`config.mk`:
```
export PLATFORM = sky130hd
export DESIGN_NAME = fetch_queue_flat
export DESIGN_NICKNAME = d
export VERILOG_FILES = /design/src/rtl/fetch_queue_pkg.sv /design/src/rtl/fetch_queue_if.sv /design/src/rtl/fetch_queue_storage.sv /design/src/rtl/fetch_queue.sv /design/src/flat_wrapper.sv
export SDC_FILE = /design/constraint.sdc
export NUM_CORES = 1
export LEC_CHECK = 0
export ABC_AREA = 0
export CAP_MARGIN = 25
export CORE_ASPECT_RATIO = 1.5
export CORE_MARGIN = 3
export CORE_UTILIZATION = 50
export DETAILED_ROUTE_END_ITERATION = 16
export PLACE_DENSITY = 0.71
export SYNTH_ARGS = -nofsm -noshare
export SYNTH_HDL_FRONTEND = slang
export SYNTH_SLANG_ARGS = --single-unit
```
`constraint.sdc`:
```
create_clock -name clk -period 5.8 [get_ports clk]
set_input_delay 0.87 -clock clk [delete_from_list [all_inputs] [get_ports clk]]
set_output_delay 0.87 -clock clk [all_outputs]
set_load 0.005 [all_outputs]
```
`src/rtl/fetch_queue_pkg.sv`:
```
// Shared types and constants for the fetch queue and its neighbouring pipeline stages.
package fetch_queue_pkg;

    localparam int unsigned XLEN = 32;

    // addi x0,x0,0; the fetch stage resets to the same word.
    localparam logic [XLEN-1:0] NOP_INSN = 32'h0000_0013;

    typedef struct packed {
        logic [XLEN-1:0] pc;
        logic [XLEN-1:0] insn;
    } fetch_entry_t;

endpackage

```
`src/rtl/fetch_queue_if.sv`:
```
// Fetch-to-decode queue bundle: enqueue side, flush, dequeue side and status.
interface fetch_queue_if #(
    parameter int unsigned DEPTH = 4,
    parameter int unsigned XLEN  = 32
);
    logic                     in_valid;
    logic [XLEN-1:0]          in_pc;
    logic [XLEN-1:0]          in_insn;
    logic                     flush;
    logic                     deq_ready;
    logic                     out_valid;
    logic [XLEN-1:0]          out_pc;
    logic [XLEN-1:0]          out_insn;
    logic                     fetch_stall;
    logic [$clog2(DEPTH):0]   count;
    logic                     overflow;

    modport master (
        output in_valid, in_pc, in_insn, flush, deq_ready,
        input  out_valid, out_pc, out_insn, fetch_stall, count, overflow
    );

    modport slave (
        input  in_valid, in_pc, in_insn, flush, deq_ready,
        output out_valid, out_pc, out_insn, fetch_stall, count, overflow
    );
endinterface

```
`src/rtl/fetch_queue_storage.sv`:
```
// Entry array for the fetch queue: one synchronous write port, one combinational read port.
module fetch_queue_storage
    import fetch_queue_pkg::*;
#(
    parameter int unsigned DEPTH = 4,
    localparam int unsigned AddrW = $clog2(DEPTH)
) (
    input  logic             clk,
    input  logic             we,
    input  logic [AddrW-1:0] waddr,
    input  fetch_entry_t     wdata,
    input  logic [AddrW-1:0] raddr,
    output fetch_entry_t     rdata
);
    fetch_entry_t mem [DEPTH];

    // Contents are qualified by the occupancy count, so no reset is needed.
    always_ff @(posedge clk) begin
        if (we) begin
            mem[waddr] <= wdata;
        end
    end

    assign rdata = mem[raddr];
endmodule

```
`src/rtl/fetch_queue.sv`:
```
// First-word fall-through instruction buffer between fetch and decode, with flush and stall.
module fetch_queue #(
    parameter int unsigned     DEPTH    = 4,
    parameter int unsigned     XLEN     = fetch_queue_pkg::XLEN,
    parameter logic [XLEN-1:0] NOP_INSN = fetch_queue_pkg::NOP_INSN
) (
    input logic          clk,
    input logic          rst,
    fetch_queue_if.slave q
);
    import fetch_queue_pkg::*;

    localparam int unsigned     PtrW     = $clog2(DEPTH);
    localparam int unsigned     CntW     = PtrW + 1;
    localparam logic [CntW-1:0] CntFull  = CntW'(DEPTH);
    localparam logic [CntW-1:0] CntStall = CntW'(DEPTH - 1);

    logic [PtrW-1:0] wr_ptr_q, wr_ptr_d;
    logic [PtrW-1:0] rd_ptr_q, rd_ptr_d;
    logic [CntW-1:0] count_q, count_d;
    logic            overflow_q, overflow_d;
    logic            full, out_valid, deq, enq, drop;
    fetch_entry_t    wr_entry, rd_entry;

    assign full      = (count_q == CntFull);
    assign out_valid = (count_q != '0) && !q.flush;
    assign deq       = out_valid && q.deq_ready;
    // A dequeue in the same cycle frees the slot, so a full queue can still accept.
    assign enq       = q.in_valid && !q.flush && (!full || deq);
    assign drop      = q.in_valid && !q.flush && full && !deq;
    assign wr_entry  = '{pc: q.in_pc, insn: q.in_insn};

    always_comb begin
        wr_ptr_d   = wr_ptr_q;
        rd_ptr_d   = rd_ptr_q;
        count_d    = count_q;
        overflow_d = overflow_q | drop;
        if (q.flush) begin
            wr_ptr_d = '0;
            rd_ptr_d = '0;
            count_d  = '0;
        end else begin
            if (enq) wr_ptr_d = wr_ptr_q + PtrW'(1);
            if (deq) rd_ptr_d = rd_ptr_q + PtrW'(1);
            count_d = count_q + CntW'(enq) - CntW'(deq);
        end
    end

    always_ff @(posedge clk or posedge rst) begin
        if (rst) begin
            wr_ptr_q   <= '0;
            rd_ptr_q   <= '0;
            count_q    <= '0;
            overflow_q <= 1'b0;
        end else begin
            wr_ptr_q   <= wr_ptr_d;
            rd_ptr_q   <= rd_ptr_d;
            count_q    <= count_d;
            overflow_q <= overflow_d;
        end
    end

    fetch_queue_storage #(
        .DEPTH (DEPTH)
    ) u_storage (
        .clk   (clk),
        .we    (enq),
        .waddr (wr_ptr_q),
        .wdata (wr_entry),
        .raddr (rd_ptr_q),
        .rdata (rd_entry)
    );

    // Stall one entry early: fetch already has one registered entry in flight.
    assign q.fetch_stall = (count_q >= CntStall) && !q.flush;
    assign q.out_valid   = out_valid;
    assign q.out_pc      = out_valid ? rd_entry.pc : '0;
    assign q.out_insn    = out_valid ? rd_entry.insn : NOP_INSN;
    assign q.count       = count_q;
    assign q.overflow    = overflow_q;
endmodule

```
`src/flat_wrapper.sv`:
```
// flat-port wrapper written by rule: the top's interface ports become plain ports
module fetch_queue_flat import fetch_queue_pkg::*;
#(
    parameter int unsigned     DEPTH    = 4,
    parameter int unsigned     XLEN     = fetch_queue_pkg::XLEN,
    parameter logic [XLEN-1:0] NOP_INSN = fetch_queue_pkg::NOP_INSN
)
  (clk, rst, q_in_valid, q_in_pc, q_in_insn, q_flush, q_deq_ready, q_out_valid, q_out_pc, q_out_insn, q_fetch_stall, q_count, q_overflow);
  fetch_queue_if #(.DEPTH(DEPTH), .XLEN(XLEN)) q_i ();
  input logic clk;
  input logic rst;
  input wire logic [$bits(q_i.in_valid)-1:0] q_in_valid;
  input wire logic [$bits(q_i.in_pc)-1:0] q_in_pc;
  input wire logic [$bits(q_i.in_insn)-1:0] q_in_insn;
  input wire logic [$bits(q_i.flush)-1:0] q_flush;
  input wire logic [$bits(q_i.deq_ready)-1:0] q_deq_ready;
  output wire logic [$bits(q_i.out_valid)-1:0] q_out_valid;
  output wire logic [$bits(q_i.out_pc)-1:0] q_out_pc;
  output wire logic [$bits(q_i.out_insn)-1:0] q_out_insn;
  output wire logic [$bits(q_i.fetch_stall)-1:0] q_fetch_stall;
  output wire logic [$bits(q_i.count)-1:0] q_count;
  output wire logic [$bits(q_i.overflow)-1:0] q_overflow;
  assign q_i.in_valid = q_in_valid;
  assign q_i.in_pc = q_in_pc;
  assign q_i.in_insn = q_in_insn;
  assign q_i.flush = q_flush;
  assign q_i.deq_ready = q_deq_ready;
  assign q_out_valid = q_i.out_valid;
  assign q_out_pc = q_i.out_pc;
  assign q_out_insn = q_i.out_insn;
  assign q_fetch_stall = q_i.fetch_stall;
  assign q_count = q_i.count;
  assign q_overflow = q_i.overflow;
  fetch_queue #(.DEPTH(DEPTH), .XLEN(XLEN), .NOP_INSN(NOP_INSN)) u_core (.clk(clk), .rst(rst), .q(q_i));
endmodule
```
==> reports/summary.txt <==
Outcome -> completed
EDFF count, synth -> 256
DR iter-0 viols -> 303
Clk pwr share -> 32.7%
Max Slew Vio Count -> 0
Yosys top cell area share -> 75.6%
Leak -> 4.04 nW
Detailed Routing Iterations Pass 1 -> 4
Tot GR Track Use -> 17.3%
Die area -> 0.0221 mm2
Starting Density -> 51.2%
Clock Latency Late Sink -> 0.51 ns
Startpoint Class -> primary input
Post-synthesis sequential area ratio -> 77.5%
Setup Skew -> 0.0113 ns
Max-cap violations -> 0
Post-route DRC -> 0
TritonCTS clock tree -> yes
Crit path capture type -> output pin
Port bufs -> 138
Diode count -> 0
Root buffer cell -> clkbuf_16
P per Cell Area -> 377 mW/mm2
Fmax -> 0.233 GHz
Netlist cell types -> 26
Setup crit start -> q_flush
Switching power -> 1.10 mW
Antenna Nets Post-Route -> 0
FILL cells -> 1385
Flop pwr share -> 48.5%
FF-to-FF Start -> u_core.q.count[2]
First-pass GRT wire length -> 28900 um
IO Pins -> 139
Die height -> 181 um
Dpl hpwl -> 10800 um
Slew @ Worst Pin -> 1.02 ns
Ys async rst share -> 3.03%
Pin count of the biggest net entering global routing -> 66
Final Hold Violating Endpoints -> 0
Area of the mapped netlist -> 0.0102 mm2
Synth warn -> 0
Hold wc startpoint -> u_core.q.overflow
Std-Cell Rows -> 63
Clock Sinks -> 264
Initial antenna violation count -> 1
Crit path DAT -> 3.42 ns
GPL Wtd Cong -> 0.773
Vias per cell -> 5.45
H-tree levels -> 1
Setup Fix Bufs, Post-CTS -> 0
Post-CTS resize count -> 0
Largest driver fanout on the critical path -> 39
Fin crit period -> 4.29 ns
IR drop worst, VDD -> 0.310 mV
Die Span X -> 122 um
Grt total ovfl -> 0
P_int -> 3.67 mW
Core area -> 0.0199 mm2
Most used DFF post-synth -> edfxtp_1
Worst Setup Path Type -> primary input to output pin
Clock transition at path regs -> 0.07 ns
Maximum root-to-sink buffer count -> 3
Syn avg cell area -> 22.3 um2
Layout Utilization -> 63.6%
Dominant cells by area after synthesis -> edfxtp_1, mux4_2, and2_1, dfrtp_1, ha_1
Most common library cells after synthesis -> edfxtp_1, and2_1, mux4_2
Setup TNS -> 0 ns
Count leader, synth -> edfxtp_1
Share of layout cells above drive strength 1 -> 19.3%
Syn Nets -> 532
Layout Nets -> 679
Req. time, crit path -> 4.93 ns
RSZ-0062 raised after global routing -> false
CTS Hold Bufs -> 0
DR vias -> 4804
Fin crit share -> 73.9%
Slew headroom -> 31.7%
Hold Path Class -> register to register
P&R area growth vs syn -> 24.2%
WL final -> 18800 um
Total CTS buffers -> 24
#FFs+latches synth -> 264
Largest area contributor in the netlist -> edfxtp_1
Wire per inst -> 21.4 um
Net Sw Frac -> 23.1%
Final setup viols -> 0
Combinational power share -> 18.8%
Synthesized instance count -> 456
Vias in the first global route -> 5232
-- power by group through the flow --
stage	sequential [mW]	clock, mW	combinational, mW
floorplan	2.26	0	0.570
global placement	2.35	0	0.892
detailed placement	2.36	0	0.906
CTS	2.32	1.60	0.912
global route	2.33	1.68	0.966
finish	2.31	1.56	0.895
-- kinds of logic (layout without fill, tap and decap cells) --
| family | Yosys count | in the layout | synth area share [%] |
|---|---|---|---|
| AOI/OAI and AO/OA | 8 | 8 | 0.517 |
| and+or+nand+nor | 81 | 81 | 4.96 |
| muxes | 65 | 65 | 14.3 |
| adders and majority gates | 7 | 7 | 0.935 |
| DFF | 264 | 264 | 77.5 |
| buffers and inverters | 28 | 193 | 1.50 |
| xor gates and xnor gates | 3 | 3 | 0.258 |
-- final timing paths --
check	end	slack [ns]	depth (start not counted)
setup reg to reg	u_core.u_storage.mem[3][38]	3.42	3
hold reg to reg	u_core.q.overflow	0.48	1
min in group asynchronous	u_core.q.count[1]	0.61	2
hold / removal	u_core.q.overflow	0.48	1
setup / recovery	q_out_insn[24]	1.51	5
max in group asynchronous	u_core.rd_ptr_q[0]	4.92	2
-- placed cells by master (no fill, tap or decap), drive strengths merged --
master and instances:
nor3 2, a21oi 2, bufinv 1, a31o 1, clkinv 7, nand2 1
clkinvlp 2, clkbuf 34, and2 65, or3 4, clkdlybuf4s50 138, nor2 6
dfrtp 8, fa 1, a21o 1, xor2 3, inv 7, o21ai 2
nor4b 1, nor2b 1, ha 6, mux2 1, o31ai 1, nor3b 1
edfxtp 256, buf 4, mux4 64, o311ai 1
-- metrics by stage --
step	worst slack [ns]	instances	hold slack [ns]	total power, mW	cell area, um2
floorplan	2.62	456	0.466	2.83	10200
global placement	1.55	835	0.451	3.25	11800
detailed placement	1.44	835	0.471	3.27	11800
CTS	1.42	879	0.487	4.83	12600
global route	1.26	881	0.499	4.98	12600
finish	1.51	881	0.483	4.76	12600
-- state kept, by name, indices dropped and copies added, names as in the netlist --
signal                flops
u_core.u_storage.mem    256
u_core.q.count            3
u_core.rd_ptr_q           2
u_core.wr_ptr_q           2
u_core.q.overflow         1
-- critical path, cell delays in order --
cell,delay [ns]
clkdlybuf4s50_1,0.70
nor2_4,0.78
buf_4,0.37
and2_1,0.17
clkdlybuf4s50_1,0.52
-- area by class of cell --
cell class	instances	area [um2]	area share, %
well taps	260	325	2.57
clock inverters	10	80.1	0.634
flip-flops and latches	264	7900	62.5
repair buffers	142	1440	11.4
multi-input cells	164	2150	17.0
clock buffers	34	719	5.69
inverters	7	26.3	0.208
-- routing by layer --
layer / track usage (%) / routed length [um] / up-vias
met5: 0 / 11 / -
met4: 4.93 / 357 / 2
met3: 3.30 / 1220 / 27
met2: 30.7 / 10200 / 142
met1: 21.3 / 7060 / 2488
li1: - / - / 2145
(Power assumes the default switching activity.)
